===== src/rtl/axi_sdram_pkg.sv =====
// Shared definitions for the AXI-to-SDRAM address path.
//   - AXI burst type encodings
//   - Bit-field offsets of a packed address request, relative to the top of
//     the address field: {axsize, axprot, axlock, axlen, axcache, axburst, axaddr}
//   - Boundary-splitter FSM states
//   - Helper that turns an AXI axlen into a beat count
package axi_sdram_pkg;

  localparam logic [1:0] BURST_FIXED = 2'b00;
  localparam logic [1:0] BURST_INCR  = 2'b01;
  localparam logic [1:0] BURST_WRAP  = 2'b10;

  // Offsets are added to ADDR_WIDTH; axaddr occupies [ADDR_WIDTH-1:0].
  localparam int REQ_BURST_LSB = 0;
  localparam int REQ_CACHE_LSB = 2;
  localparam int REQ_LEN_LSB   = 6;
  localparam int REQ_LOCK_LSB  = 14;
  localparam int REQ_PROT_LSB  = 15;
  localparam int REQ_SIZE_LSB  = 18;
  localparam int REQ_EXTRA_W   = 21;

  typedef enum logic [1:0] {
    ST_IDLE  = 2'd0,
    ST_CALC  = 2'd1,
    ST_ISSUE = 2'd2
  } state_t;

  // axlen + 1, widened so that a 256-beat burst is representable.
  function automatic logic [8:0] beats_of(input logic [7:0] axlen);
    return {1'b0, axlen} + 9'd1;
  endfunction

endpackage


===== src/rtl/axi_piece_calc.sv =====
// Combinational sub-burst calculator.
// Given the current address, the beats still to issue, the effective beat
// size and the burst type, produces the length of the next piece so that it
// stops at (never crosses) the next BOUNDARY_BYTES-aligned address.
// Ports:
//   cur_addr   in   ADDR_WIDTH  start address of this piece
//   remaining  in   9           beats still to issue (1..256)
//   sz         in   3           log2 of bytes per beat
//   burst      in   2           AXI burst type; only INCR is split
//   axlen      out  8           piece beats - 1
//   next_addr  out  ADDR_WIDTH  start of the following piece (boundary aligned)
//   last_piece out  1           this piece finishes the request
module axi_piece_calc
  import axi_sdram_pkg::*;
#(
  parameter int ADDR_WIDTH     = 32,
  parameter int BOUNDARY_BYTES = 4096
) (
  input  logic [ADDR_WIDTH-1:0] cur_addr,
  input  logic [8:0]            remaining,
  input  logic [2:0]            sz,
  input  logic [1:0]            burst,
  output logic [7:0]            axlen,
  output logic [ADDR_WIDTH-1:0] next_addr,
  output logic                  last_piece
);

  localparam int BND_LOG2 = $clog2(BOUNDARY_BYTES);
  // Wide enough for BOUNDARY_BYTES itself and for a 256-beat remainder.
  localparam int CNT_W    = (BND_LOG2 + 1 > 10) ? BND_LOG2 + 1 : 10;

  logic [ADDR_WIDTH-1:0] size_mask;
  logic [ADDR_WIDTH-1:0] aligned;
  logic [CNT_W-1:0]      off;
  logic [CNT_W-1:0]      beats_to_bnd;
  logic [CNT_W-1:0]      rem_ext;
  logic [CNT_W-1:0]      piece_beats;

  always_comb begin
    size_mask    = (ADDR_WIDTH'(1) << sz) - ADDR_WIDTH'(1);
    aligned      = cur_addr & ~size_mask;
    off          = CNT_W'(aligned & ADDR_WIDTH'(BOUNDARY_BYTES - 1));
    beats_to_bnd = (CNT_W'(BOUNDARY_BYTES) - off) >> sz;
    rem_ext      = CNT_W'(remaining);

    if (burst == BURST_INCR) begin
      piece_beats = (rem_ext < beats_to_bnd) ? rem_ext : beats_to_bnd;
      // Measured from the size-aligned address, so every piece after the
      // first starts exactly on a boundary. Wraps modulo 2^ADDR_WIDTH.
      next_addr   = aligned + (ADDR_WIDTH'(piece_beats) << sz);
    end else begin
      // FIXED / WRAP / reserved go out whole.
      piece_beats = rem_ext;
      next_addr   = cur_addr;
    end

    axlen      = 8'(piece_beats - CNT_W'(1));
    last_piece = (piece_beats == rem_ext);
  end

endmodule


===== src/rtl/axi_ax_boundary_splitter.sv =====
// AXI AR/AW boundary splitter.
// Accepts one packed address request and reissues it as one or more INCR
// sub-bursts, none of which crosses a BOUNDARY_BYTES-aligned address. Every
// issued sub-burst is logged into a piece FIFO as {last_piece, axlen} so the
// data/response path can stitch the pieces back together.
// Ports:
//   clk, rst                 clock, synchronous active-high reset
//   s_axis_ax_data/valid/ready  request in:
//                            {axsize, axprot, axlock, axlen, axcache, axburst, axaddr}
//   m_axi_ax*                sub-burst out (addr/len per piece, other fields copied,
//                            axsize is the effective size)
//   piece_fifo_wen/din       one write per issued sub-burst
//   piece_fifo_full_n        piece FIFO has room
module axi_ax_boundary_splitter
  import axi_sdram_pkg::*;
#(
  parameter int ADDR_WIDTH         = 32,
  parameter int DATA_WIDTH         = 32,
  parameter int BOUNDARY_BYTES     = 4096,
  parameter int EN_NARROW_TRANSFER = 0
) (
  input  logic                              clk,
  input  logic                              rst,
  input  logic [ADDR_WIDTH+REQ_EXTRA_W-1:0] s_axis_ax_data,
  input  logic                              s_axis_ax_valid,
  output logic                              s_axis_ax_ready,
  output logic [ADDR_WIDTH-1:0]             m_axi_axaddr,
  output logic [1:0]                        m_axi_axburst,
  output logic [3:0]                        m_axi_axcache,
  output logic [7:0]                        m_axi_axlen,
  output logic                              m_axi_axlock,
  output logic [2:0]                        m_axi_axprot,
  output logic [2:0]                        m_axi_axsize,
  output logic                              m_axi_axvalid,
  input  logic                              m_axi_axready,
  output logic                              piece_fifo_wen,
  output logic [8:0]                        piece_fifo_din,
  input  logic                              piece_fifo_full_n
);

  localparam logic [2:0] MAX_SZ = 3'($clog2(DATA_WIDTH / 8));

  state_t state, next_state;

  // Control (reset)
  logic rst_q;
  logic rdy_q;
  logic vld_q;

  // Request context (no reset)
  logic [ADDR_WIDTH-1:0] cur_addr;
  logic [8:0]            remaining;
  logic [2:0]            sz_q;
  logic [1:0]            burst_q;
  logic [3:0]            cache_q;
  logic                  lock_q;
  logic [2:0]            prot_q;
  logic [ADDR_WIDTH-1:0] next_addr_q;
  logic                  last_q;

  // Request fields
  logic [ADDR_WIDTH-1:0] req_addr;
  logic [1:0]            req_burst;
  logic [3:0]            req_cache;
  logic [7:0]            req_len;
  logic                  req_lock;
  logic [2:0]            req_prot;
  logic [2:0]            req_size;
  logic [2:0]            req_sz_eff;

  logic                  accept;
  logic                  issue_hs;

  logic [7:0]            calc_axlen;
  logic [ADDR_WIDTH-1:0] calc_next;
  logic                  calc_last;

  assign req_addr  = s_axis_ax_data[ADDR_WIDTH-1:0];
  assign req_burst = s_axis_ax_data[ADDR_WIDTH+REQ_BURST_LSB +: 2];
  assign req_cache = s_axis_ax_data[ADDR_WIDTH+REQ_CACHE_LSB +: 4];
  assign req_len   = s_axis_ax_data[ADDR_WIDTH+REQ_LEN_LSB   +: 8];
  assign req_lock  = s_axis_ax_data[ADDR_WIDTH+REQ_LOCK_LSB];
  assign req_prot  = s_axis_ax_data[ADDR_WIDTH+REQ_PROT_LSB  +: 3];
  assign req_size  = s_axis_ax_data[ADDR_WIDTH+REQ_SIZE_LSB  +: 3];

  // Narrow sizes are honoured only when enabled; anything wider than the
  // bus is clamped to the bus width.
  always_comb begin
    req_sz_eff = MAX_SZ;
    if (EN_NARROW_TRANSFER != 0 && req_size < MAX_SZ) req_sz_eff = req_size;
  end

  axi_piece_calc #(
    .ADDR_WIDTH     (ADDR_WIDTH),
    .BOUNDARY_BYTES (BOUNDARY_BYTES)
  ) u_calc (
    .cur_addr   (cur_addr),
    .remaining  (remaining),
    .sz         (sz_q),
    .burst      (burst_q),
    .axlen      (calc_axlen),
    .next_addr  (calc_next),
    .last_piece (calc_last)
  );

  // FSM state register
  always_ff @(posedge clk) begin
    if (rst) state <= ST_IDLE;
    else     state <= next_state;
  end

  // FSM next state
  always_comb begin
    next_state = state;
    case (state)
      ST_IDLE:  if (accept) next_state = ST_CALC;
      ST_CALC:  next_state = ST_ISSUE;
      ST_ISSUE: if (issue_hs) next_state = last_q ? ST_IDLE : ST_CALC;
      default:  next_state = ST_IDLE;
    endcase
  end

  // FSM outputs; handshakes are forced low while rst is high.
  always_comb begin
    s_axis_ax_ready = rdy_q & ~rst;
    m_axi_axvalid   = vld_q & ~rst;
    issue_hs        = m_axi_axvalid & m_axi_axready;
    piece_fifo_wen  = issue_hs;
    accept          = s_axis_ax_ready & s_axis_ax_valid;
  end

  // Registered handshake control. rst_q keeps ready low for one extra cycle
  // after reset is released. Valid is only raised while the FIFO has room,
  // and once raised it stays up until the master takes the piece.
  always_ff @(posedge clk) begin
    rst_q <= rst;
    if (rst) begin
      rdy_q <= 1'b0;
      vld_q <= 1'b0;
    end else begin
      rdy_q <= (next_state == ST_IDLE) && !rst_q;
      case (state)
        ST_CALC:  vld_q <= piece_fifo_full_n;
        ST_ISSUE: begin
          if (issue_hs)    vld_q <= 1'b0;
          else if (!vld_q) vld_q <= piece_fifo_full_n;
        end
        default:  vld_q <= 1'b0;
      endcase
    end
  end

  // Stage boundary: request latch (IDLE) -> piece registers (CALC) -> advance (ISSUE)
  always_ff @(posedge clk) begin
    if (accept) begin
      cur_addr  <= req_addr;
      remaining <= beats_of(req_len);
      sz_q      <= req_sz_eff;
      burst_q   <= req_burst;
      cache_q   <= req_cache;
      lock_q    <= req_lock;
      prot_q    <= req_prot;
    end
    if (state == ST_CALC) begin
      // The first piece keeps the request address as given (possibly
      // unaligned); later pieces start at the boundary from calc_next.
      m_axi_axaddr <= cur_addr;
      m_axi_axlen  <= calc_axlen;
      last_q       <= calc_last;
      next_addr_q  <= calc_next;
    end
    if (state == ST_ISSUE && issue_hs) begin
      cur_addr  <= next_addr_q;
      remaining <= remaining - beats_of(m_axi_axlen);
    end
  end

  assign m_axi_axburst  = burst_q;
  assign m_axi_axcache  = cache_q;
  assign m_axi_axlock   = lock_q;
  assign m_axi_axprot   = prot_q;
  assign m_axi_axsize   = sz_q;
  assign piece_fifo_din = {last_q, m_axi_axlen};

endmodule


===== config.mk =====
export PLATFORM = sky130hd
export DESIGN_NAME = axi_ax_boundary_splitter
export DESIGN_NICKNAME = d
export VERILOG_FILES = /design/src/rtl/axi_sdram_pkg.sv /design/src/rtl/axi_piece_calc.sv /design/src/rtl/axi_ax_boundary_splitter.sv
export SDC_FILE = /design/constraint.sdc
export NUM_CORES = 1
export LEC_CHECK = 0
export CORE_ASPECT_RATIO = 1.4
export CORE_MARGIN = 4
export CORE_UTILIZATION = 53
export DETAILED_ROUTE_END_ITERATION = 10
export GPL_TIMING_DRIVEN = 0
export PLACE_DENSITY = 0.85
export SYNTH_ARGS = -nofsm -noshare
export SYNTH_HDL_FRONTEND = slang
export SYNTH_SLANG_ARGS = --single-unit

===== constraint.sdc =====
create_clock -name clk -period 6.4 [get_ports clk]
set_input_delay 1.28 -clock clk [delete_from_list [all_inputs] [get_ports clk]]
set_output_delay 1.28 -clock clk [all_outputs]
set_load 0.05 [all_outputs]

### Yosys cells after proc, flatten, opt, wreduce, memory -nomap -nowiden

Index checks and enable logic that the tools add are counted.

* register bits after elaboration: 129
* latch bits: 0
* bits in writable memories: 0
* memory bits (read-only): 0
* bits of input ports: 58
* output and inout port bits: 65
* word-level logic and storage cells: 50
* memories: 0

* $add $sub $neg: 6
* multipliers: 0
* divide/modulo/power cells: 0
* $lt $le $gt $ge: 1
* equality and inequality tests: 4
* shift-type cells: 0
* multiplexer cells: 14
* bitwise logic cells: 5
* reductions and logical operators: 6

Operators with widths (number)
* $mux W32: 3
* $add A32 B15 Y32: 1
* $mux W11: 2
* $add A8 B1 Y9 const B: 2
* $mux W9: 2
* $sub A13 B12 Y13 const A: 1
* $eq A11 B9 Y1: 1
* $lt A9 B11 Y1: 1
* $sub A9 B9 Y9: 1
* $sub A8 B1 Y8 const B: 1
* $pmux W2 S3: 1
* $and A1 B1 Y1: 4
* $eq A2 B1 Y1 const B: 2
* $logic_not A2 Y1: 2
* $mux W2: 2
* $mux W1: 3
* $eq A2 B2 Y1 const B: 1
* $logic_and A1 B1 Y1: 2
* $pmux W1 S2: 1
* $reduce_bool A2 Y1: 1
* $logic_not A1 Y1: 1
* $not A1 Y1: 1

### Depth between registers and ports, before layout

Gate-level depths: netlist (run 1).

* word-level depth: 7
* mapped depth: 21
* mapped depth without buffers: 21

### Cells and area by module

From an unflattened synthesis (run 1), not the netlist that was laid out.

* cells, all modules: 813
* area total of the unflattened synthesis: 9063.7 um^2

Modules (own cells, without submodules)
* axi_ax_boundary_splitter: instances 1, cells an instance 286, area an instance 5200.0 um^2, sequential area each 3823.7 um^2
* axi_piece_calc: instances 1, cells an instance 527, area an instance 3863.7 um^2, sequential area each 0.0 um^2

### Least setup slack after synthesis (run 1)

Ideal clock, no wire load.

* path type: register -> register
* start point: reg cur_addr[6]
* end point: reg next_addr_q[14] (data pin)
* library setup time: 0.268 ns
* arrival time: 4.341 ns
* required time: 6.132 ns
* path slack: 1.791 ns
* stages on the path, launching flop included: 21
* path buffers: 0
* clock period less this slack: 4.609 ns
* cell sequence: edfxtp_1 > nor4_4 > nand2_1 > or3_1 > xor2_1 > inv_1 > ha_1 > nand4_1 > nor2_1 > a211oi_1 > nor2_2 > mux2_2 > ha_1 > inv_1 > fa_1 > nor2b_1 > o31a_1 > o221a_2 > o21ai_1 > a211oi_1 > xor2_1

* longest elaborated chain between the ends: 5

Ends and longest elaborated chain
* start: declaration: line axi_ax_boundary_splitter.sv:51 `logic [ADDR_WIDTH-1:0] cur_addr;`
* start signal: assignment: line axi_ax_boundary_splitter.sv:156 `cur_addr <= req_addr;`
* start signal: assignment: line axi_ax_boundary_splitter.sv:173 `cur_addr <= next_addr_q;`
* $sub A13 B12 Y13: line axi_piece_calc.sv:43 `beats_to_bnd = (CNT_W'(BOUNDARY_BYTES) - off) >> sz;`
* $lt A9 B11 Y1: line axi_piece_calc.sv:47 `piece_beats = (rem_ext < beats_to_bnd) ? rem_ext : beats_to_bnd;`
* $mux W11: line axi_piece_calc.sv:47
* $add A32 B15 Y32 (*): line axi_piece_calc.sv:50 `next_addr = aligned + (ADDR_WIDTH'(piece_beats) << sz);`
* $mux W32 (*): line axi_piece_calc.sv:46 `if (burst == BURST_INCR) begin`
* named net calc_next[14]: line axi_ax_boundary_splitter.sv:75 `logic [ADDR_WIDTH-1:0] calc_next;`
* end signal: assignment: line axi_ax_boundary_splitter.sv:170 `next_addr_q <= calc_next;`
* end: declaration: line axi_ax_boundary_splitter.sv:58 `logic [ADDR_WIDTH-1:0] next_addr_q;`

Mark *: on every way through the listed nets, which the timed path passes. The rest lies on a longest branch.
A chain may end at the register's enable or synchronous reset.

### Final worst setup path (run 1)

* start point: reg cur_addr[2]
* end point: reg next_addr_q[20] (data pin)

Same word-level chain as after synthesis.

==> impl_metrics.json, run 1 <==
{
  "drtIter0Drc": 314,
  "slew_headroom_pct": 57.3,
  "crit_family": "compound AO/OA/AOI/OAI gates",
  "drt-pass1-iter-count": 5,
  "synth_edf_count": 124,
  "timing.critical_path.buf_inv": 3,
  "worstSetupEndpointType": "register",
  "crit_required_ns": 6.56,
  "synthMuxAreaShare_pct": 2.34,
  "die_h_um": 143,
  "core_region_area_mm2": 0.0128,
  "crit_path_cell_trace": "inv_1 -> ha_1 -> nand2_1 -> or3_1 -> xor2_1 -> inv_1 -> ha_1 -> nand4_1 -> nor2_1 -> a211oi_1 -> nor2_2 -> mux2_2 -> ha_1 -> inv_1 -> fa_1 -> nor2b_1 -> o31a_1 -> o221a_2 -> o2111ai_1 -> a21oi_1 -> xor2_1",
  "ios": 123,
  "io_buffers": 116,
  "overflow": 0,
  "start_util_pct": 53.9,
  "crit_arrival_ns": 5.48,
  "hp-class": "register to register",
  "antenna_left": 0,
  "fp-row-count": 49,
  "dr_wl_met3_um": 898,
  "hpwl_mm": 11.5,
  "vias_per_cell": 5.54,
  "insertion_delay_ns": 0.42,
  "synth_warnings": 0,
  "wl_per_cell_um": 16.9,
  "antenna_found_initial": 0,
  "fin_hold_ws_ns": 0.391,
  "p_per_area_mw_per_mm2": 234,
  "clk_pin_slew_ns": 0.06,
  "clockBufferDepth": 2,
  "synth-simple-area-share_pct": 15.6,
  "finalHoldViolations": 0,
  "finalWirelength_mm": 15.6,
  "r2r-start": "cur_addr[2]",
  "r2r-end": "next_addr_q[20]",
  "synth_compound_area_share_pct": 8.02,
  "die_x_um": 104,
  "hold_buffers": 0,
  "place_area_mm2": 0.00832,
  "outcome": "complete, no violations",
  "postCtsSetupRepairBufs": 0,
  "ys_seq_elements": 129,
  "yosys.area_share.xor_xnor_pct": 7.97,
  "synth.area.top_cells": "edfxtp_1 54%, nand2_1 7.0%, ha_1 6.0%, xnor2_1 5.1%, xor2_1 2.7%",
  "avgSynthCellArea_um2": 11.3,
  "numCtsBuffers": 17,
  "r2r_slack_ns": 1.08,
  "setup_viol": 0,
  "synth_ff_type": "edfxtp_1",
  "syn2layout_area_growth_pct": 28.8,
  "synthAdderAreaFrac_pct": 6.56,
  "clock-sinks": 129,
  "rsz0062_at_grt": "no",
  "maxUsedRoutingLayer": "met4",
  "drc": 0,
  "die-area_mm2": 0.0150,
  "grt_pass1_wl_mm": 25.1,
  "post-synth-top-area-cell": "edfxtp_1",
  "vias": 5087,
  "slowest_stage": "edfxtp_1",
  "ys_async_sr_fraction_pct": 0,
  "dr_wl_met2_mm": 8.29,
  "clock-root-buffer": "clkbuf_16",
  "holdPathEnd": "rdy_q",
  "syn_inst": 614,
  "nets": 846,
  "p_leak_nw": 3.40,
  "m1WireLength_mm": 5.99,
  "synth_top_area_share_pct": 53.9,
  "ir_drop_mv": 0.194,
  "drive_above_1_share_pct": 9.92,
  "fin_skew_ns": 0.00708,
  "cpPeakStageDelay_ns": 0.50,
  "min_from": "rst_q",
  "period_share_pct": 83.1,
  "synth_top_family_by_area": "simple AND/OR/NAND/NOR gates",
  "maxSlewViolCount": 0,
  "seq_area_mm2": 0.00382,
  "yosysSeqAreaShare_pct": 55.3,
  "reg2reg_depth": 21,
  "clock.fmax_ghz": 0.188,
  "path_class": "register to register",
  "ys_types": 57,
  "min_period_ns": 5.32,
  "nFillCells": 892,
  "place_congestion": 0.873,
  "critPathMaxFanout": 9,
  "multi_input_area_mm2": 0.00283,
  "cts_tree": "done",
  "grt_pass1_vias": 5326,
  "max_cap_viol_count": 0,
  "cts_resized": 0,
  "grt_util_all_layers_pct": 21.3,
  "setup_tns_ns": 0,
  "grt_max_degree": 46,
  "n_antenna_cell": 0,
  "h-tree-depth": 4,
  "critPathLaunchType": "register",
  "holdPathStages": 1,
  "worst_pin_slew_ns": 0.635,
  "synthesis.area_mm2": 0.00691,
  "design_area_mm2": 0.00890
}
==> per-stage QoR <==
step | instances | setup slack [ns] | util (%) | power, mW
final | 919 | 1.08 | 69.5 | 2.08
after global routing | 919 | 0.669 | 69.5 | 2.15
after CTS | 919 | 1.08 | 69.5 | 2.10
after detailed placement | 887 | 1.15 | 65.0 | 1.16
after global placement | 885 | 1.25 | 64.5 | 1.15
after floorplan | 616 | 1.79 | - | 1.09
==> cell usage after synthesis, drive strengths merged (3+ instances only) <==
cell	n
and4	3
nor3b	5
a21o	6
nand4	8
ha	33
a21oi	29
dfxtp	5
nand2	128
nor3	14
nor2	25
mux2i	6
a211oi	7
clkbuf	7
a21boi	3
o21ai	25
mux2	9
nor4	3
inv	29
or3	5
and3	7
and2	4
edfxtp	124
nor2b	6
a31oi	4
nand2b	5
xor2	21
nand3	10
buf	21
xnor2	41
==> power by group <==
group	switching, mW	internal (mW)	total [mW]
combinational	0.102	0.0851	0.187
sequential	0.0131	0.945	0.958
clock	0.395	0.544	0.939
==> logic make-up after synthesis <==
kind of cell,count (synthesis)
fa+ha+maj,35
other cells,2
xor+xnor,62
compound gates,87
simple gates,227
buf+inv,57
mux,15
flops,129
==> flip-flops by register name, summed over array words and instances, names as in the netlist, 3 cells and up <==
signal	cells
cur_addr	32
remaining	9
m_axi_axcache	4
m_axi_axlen	8
m_axi_axprot	3
next_addr_q	32
m_axi_axaddr	32
==> worst max path at each step <==
stage	start	to	cells past startpoint
2_1_floorplan	cur_addr[6]	next_addr_q[14]	20
3_3_place_gp	cur_addr[2]	next_addr_q[14]	21
3_5_place_dp	cur_addr[2]	next_addr_q[14]	21
4_1_cts	cur_addr[2]	next_addr_q[20]	21
5_1_grt	cur_addr[2]	next_addr_q[20]	21
6_report	cur_addr[2]	next_addr_q[20]	21
==> area by class of cell <==
cell class | instances | share of cell area [%]
clock inverter | 15 | 1.69
timing repair buffer | 118 | 13.5
clock buffer | 17 | 4.78
inverter | 29 | 1.22
buffer | 28 | 1.95
tap | 153 | 2.15
multi-input combinational | 430 | 31.7
sequential | 129 | 43.0
==> routing by layer <==
metal	vias up	track usage (%)
met5	-	0
met4	0	8.75
met3	36	5.07
met2	174	39.9
met1	2432	23.1
li1	2445	-
==> placed cells by master, fill, tap and decap left out, types with 7 or more instances in the layout <==
cell type,synthesis,routed
a21oi_1,29,29
and3_1,7,7
buf_4,14,14
clkbuf_1,7,7
clkbuf_16,0,17
clkdlybuf4s50_1,0,116
edfxtp_1,124,124
ha_1,33,32
inv_1,29,29
mux2_2,9,9
nand2_1,128,128
nand3_1,10,10
nand4_1,8,8
nor2_1,24,24
nor3_1,12,12
o21ai_0,22,22
xnor2_1,40,40
xor2_1,21,21
No activity file was read; power rests on OpenSTA's default activity.
==> run 2, diff against run 1 <==
Settings changed: CORE_UTILIZATION 53 to 48, PLACE_DENSITY 0.85 to 0.82.
Clock period 6.4 ns to 4.5 ns, I/O delays scaled along.
==> run 2 against run 1 <==
  * The run now ends with DRC, setup timing left
  * Clock power rose by 51%
  * First-iteration DRC count rose by 48%
  * Utilization fell by 0.41 points
  * Clock-buffer cell count did not move
  * Maximum frequency rose by 6.8%
  * Flip-flop and latch count did not move
  * Critical path depth rose by 2
  * Via count rose by 11%
  * Register-to-register slack got worse by 1.6 ns
==> impl_metrics.json, run 2 (synthesized netlist as in run 1, its figures left out) <==
{
  "outcome": "finished with violations",
  "violations": "DRC, setup timing",
  "grt_max_degree": 51,
  "grt_util_all_layers_pct": 23.0,
  "ir_drop_mv": 0.235,
  "min_period_ns": 4.98,
  "die_h_um": 150,
  "insertion_delay_ns": 0.43,
  "drtIter0Drc": 466,
  "wl_per_cell_um": 19.6,
  "largest_registers": "cur_addr x32, m_axi_axaddr x32, next_addr_q x32",
  "numCtsBuffers": 17,
  "finalHoldViolations": 0,
  "fin_hold_ws_ns": 0.407,
  "critPathMaxFanout": 7,
  "drive_above_1_share_pct": 20.6,
  "pre_cts_ws_ns": -0.666,
  "cts_tree": "done",
  "clock-root-buffer": "clkbuf_16",
  "worstSetupEndpointType": "register",
  "nets": 882,
  "finalWirelength_mm": 19.3,
  "drc": 1,
  "multi_input_area_mm2": 0.00323,
  "antenna_found_initial": 0,
  "setup_viol": 26,
  "finalNonFillerCells": 987,
  "cpPeakStageDelay_ns": 0.42,
  "slowest_stage": "edfxtp_1",
  "fin_total_pwr_mw": 3.11,
  "seq_area_mm2": 0.00382,
  "grt_pass1_vias": 5650,
  "hpwl_mm": 11.7,
  "clock-sinks": 129,
  "crit_required_ns": 4.68,
  "grt_pass1_wl_mm": 28.6,
  "n_antenna_cell": 0,
  "clock.fmax_ghz": 0.201,
  "vias_per_cell": 5.72,
  "clockBufferDepth": 2,
  "syn2layout_area_growth_pct": 40.3,
  "vias": 5644,
  "fin_skew_ns": 0.00606,
  "crit_top_cell": "buf_6",
  "place_congestion": 0.860,
  "dp_cells": 919,
  "crit_path_cell_trace": "buf_6 -> nor3_4 -> nor3b_4 -> nor3b_4 -> xnor2_2 -> inv_2 -> ha_4 -> nand4_1 -> nor2_2 -> a211oi_2 -> nor2_2 -> buf_6 -> buf_6 -> buf_6 -> mux2_4 -> ha_4 -> o21ai_2 -> a21oi_2 -> o311ai_4 -> a211oi_4 -> buf_6 -> nand4_1 -> xnor2_1",
  "antenna_left": 0,
  "worst_pin_slew_ns": 0.641,
  "final_cell_mix": "125 x nand2_1, 124 x edfxtp_1, 116 x clkdlybuf4s50_1",
  "fp-row-count": 51,
  "slew_headroom_pct": 57.3,
  "die-area_mm2": 0.0164,
  "ios": 123,
  "p_leak_nw": 3.70,
  "rsz0062_at_grt": "yes",
  "crit_arrival_ns": 5.16,
  "drt-pass1-iter-count": 9,
  "maxSlewViolCount": 0,
  "die_x_um": 109,
  "h-tree-depth": 4,
  "core_region_area_mm2": 0.0140,
  "path_class": "register to register",
  "overflow": 0,
  "p_per_area_mw_per_mm2": 321,
  "hp-class": "register to register",
  "critPathLaunchType": "register",
  "final_common_cell": "nand2_1",
  "period_share_pct": 111,
  "max_cap_viol_count": 0,
  "io_buffers": 116,
  "start_util_pct": 49.2,
  "final.setup.worst_slack_ns": -0.479,
  "nFillCells": 957,
  "clk_pin_slew_ns": 0.06
}
-- run 2: path summary, 6_finish.rpt --
| kind | from | end | slack, ns | cells after the start |
|---|---|---|---|---|
| worst min register to register | rst_q | rdy_q | 0.41 | 1 |
| worst max register to register | cur_addr[4] | next_addr_q[29] | -0.48 | 23 |
| worst max-delay path | cur_addr[4] | next_addr_q[29] | -0.48 | 23 |
| worst min-delay path | rst_q | rdy_q | 0.41 | 1 |
-- run 2: final cells by class --
type / count / share of cell area, %
multi-input cells: 430 / 33.4
clock inverters: 15 / 1.77
plain buffers: 28 / 1.79
well taps: 185 / 2.39
repair buffers: 154 / 15.7
clock buffers: 17 / 4.39
inverters: 29 / 1.12
flip-flops and latches: 129 / 39.4
-- run 2: through the flow --
stage | TNS [ns] | utilization [%] | instance area (um2)
after floorplan | 0 | - | 6940
after global placement | -9.74 | 59.4 | 8340
after detailed placement | -13.19 | 59.8 | 8400
after CTS | -1.39 | 67.8 | 9510
after global routing | -14.23 | 69.0 | 9690
final | -9.68 | 69.0 | 9690
-- run 2: worst max-delay path: cells and delay by family, from the launching register on --
kind                       cells  cell delay, ns
and+or+nand+nor                7            1.21
AOI/OAI and AO/OA              5            1.08
buffers and inverters          6            0.79
adders and majority gates      2            0.55
DFF                            1            0.42
xor gates and xnor gates       2            0.35
muxes                          1            0.31
-- run 2: what timing repair did --
action,in CTS,in global routing
endpoints found under the setup margin,26,25
hold endpoints to repair,0,0
pin swaps,31,24
buffers inserted,25,11
resized for setup,60,21
hold buffers,0,0
-- run 2: layer usage --
| metal | wire, um | vias to the layer above | GRT usage [%] |
|---|---|---|---|
| met5 | 0 | - | 0 |
| met4 | 1050 | 0 | 12.1 |
| met3 | 1520 | 106 | 4.19 |
| met2 | 9990 | 363 | 40.7 |
| met1 | 6780 | 2648 | 25.8 |
| li1 | - | 2527 | - |
-- run 2: power breakdown --
part | internal, mW | switching [mW]
clock | 0.832 | 0.587
sequential | 1.34 | 0.0196
combinational | 0.149 | 0.176
total | 2.33 | 0.783
==> run 3, diff against run 2 <==
Settings changed: CORE_UTILIZATION 48 to 58, DONT_BUFFER_PORTS set to 1, MAX_ROUTING_LAYER set to met4, PLACE_DENSITY 0.82 to 0.81.
==> run 3 against run 2 <==
  * The flow finishes with violations (setup timing)
  * Utilization up 5.5 points
  * Flip-flop and latch count unchanged
  * First-iteration DRC count down 20%
  * Combinational power down 29%
  * Maximum frequency up 1.5%
  * Global-route usage up 4.8 points
  * Setup slack better by 0.072 ns
  * Final cell count down 14%
==> impl_metrics.json, run 3 (synthesized netlist as in run 1, its figures left out) <==
{
  "outcome": "finished with violations",
  "violations": "setup timing",
  "antenna_found_initial": 0,
  "maxSlewViolCount": 0,
  "p_leak_nw": 3.33,
  "worstSetupEndpointType": "register",
  "finalHoldViolations": 0,
  "max_cap_viol_count": 0,
  "die_x_um": 100,
  "pre_cts_ws_ns": -0.672,
  "hpwl_mm": 10.9,
  "vias_per_cell": 6.19,
  "slew_headroom_pct": 36.8,
  "fin_skew_ns": 0.0106,
  "start_util_pct": 60.0,
  "syn2layout_area_growth_pct": 24.2,
  "drt-pass1-iter-count": 5,
  "grt_pass1_vias": 5421,
  "finalWirelength_mm": 18.7,
  "hp-class": "register to register",
  "numCtsBuffers": 17,
  "h-tree-depth": 4,
  "largest_registers": "cur_addr x32, m_axi_axaddr x32, next_addr_q x32",
  "pwr-share-clk_pct": 46.1,
  "cts_tree": "done",
  "crit_arrival_ns": 5.05,
  "insertion_delay_ns": 0.43,
  "comb_power_share_pct": 7.6,
  "clock-root-buffer": "clkbuf_16",
  "wl_per_cell_um": 22.0,
  "overflow": 0,
  "final.setup.worst_slack_ns": -0.407,
  "fin_total_pwr_mw": 3.02,
  "clockBufferDepth": 2,
  "die-area_mm2": 0.0137,
  "die_h_um": 137,
  "internal-power_mw": 2.26,
  "critPathLaunchType": "register",
  "hold_buffers": 0,
  "grt_pass1_wl_mm": 28.0,
  "drive_above_1_share_pct": 24.3,
  "n_antenna_cell": 0,
  "min_period_ns": 4.91,
  "place_congestion": 0.871,
  "fin_hold_ws_ns": 0.386,
  "p_per_area_mw_per_mm2": 352,
  "power_switching_uw": 753,
  "crit_required_ns": 4.65,
  "worst_pin_slew_ns": 0.945,
  "io_buffers": 0,
  "setup_tns_ns": -8.82,
  "critPathMaxFanout": 4,
  "clock.fmax_ghz": 0.204,
  "rsz0062_at_grt": "yes",
  "period_share_pct": 109,
  "seq_power_share_pct": 46.3,
  "clk_pin_slew_ns": 0.06,
  "path_class": "register to register",
  "clock-sinks": 129,
  "fp-row-count": 46,
  "grt_max_degree": 56,
  "drtIter0Drc": 374,
  "setup_viol": 26,
  "grt_util_all_layers_pct": 27.7,
  "antenna_left": 0,
  "final_cell_mix": "127 x nand2_1, 124 x edfxtp_1, 58 x buf_4",
  "swShare_pct": 24.9,
  "final_common_cell": "nand2_1",
  "drc": 0,
  "nets": 783,
  "vias": 5245,
  "core_region_area_mm2": 0.0115,
  "ir_drop_mv": 0.260,
  "ios": 123
}
## run 3: final cells by class
cell class                      count  area [um2]
Sequential cell                   129        3820
Multi-Input combinational cell    430        3200
Fill cell                         688        2930
Timing Repair Buffer               55         504
Clock buffer                       17         425
Tap cell                          144         180
Buffer                             28         174
Clock inverter                     15         160
Inverter                           29         111
## run 3: power groups by stage
stage               Clock (mW)  Combinational (mW)  Sequential, mW
finish                    1.39               0.230            1.40
global route              1.46               0.246            1.40
CTS                       1.38               0.208            1.40
detailed placement           0               0.163            1.42
global placement             0               0.151            1.42
floorplan                    0               0.130            1.42
## run 3: path summary, 6_finish.rpt
kind         slack [ns]  depth (start not counted)             end         from
min                0.39                          1           rdy_q        rst_q
max               -0.41                         23  next_addr_q[8]  cur_addr[4]
min reg2reg        0.39                          1           rdy_q        rst_q
max reg2reg       -0.41                         23  next_addr_q[8]  cur_addr[4]
## run 3: critical path, cell delays in order, from the launching register on
cell and delay [ns]:
edfxtp_1 0.44, buf_6 0.16, nor4_4 0.24, nand2_2 0.13
or3_4 0.37, xor2_4 0.16, inv_2 0.06, ha_4 0.29
nand4_1 0.15, nor2_1 0.21, a211oi_2 0.09, nor2_4 0.19
buf_6 0.15, buf_4 0.11, mux2_4 0.30, ha_4 0.24
nor2b_4 0.13, o31a_1 0.32, buf_4 0.15, buf_4 0.13
o21ai_0 0.17, nand2b_1 0.11, xnor2_1 0.17, o21ai_0 0.12
## run 3: through the flow
stage                     instances  instance area, um2  utilization (%)
final                           847                8580             74.5
after global routing            847                8580             74.5
after CTS                       840                8460             73.5
after detailed placement        762                7190             62.4
after global placement          760                7120             61.9
after floorplan                 616                6940                -
## run 3: what timing repair did
| action | CTS | global route |
|---|---|---|
| buffers inserted | 45 | 7 |
| endpoints found under the setup margin | 26 | 27 |
| pin swaps | 17 | 10 |
| gates cloned | 1 | 0 |
| resized for setup | 61 | 14 |
## run 3: per-layer routing
metal  global-route usage [%]  wire, um  up-vias
met5                        -         0        -
met4                     14.2       941        0
met3                     6.53      1450       90
met2                     47.2      9900      336
met1                     30.1      6360     2497
li1                         -         -     2322
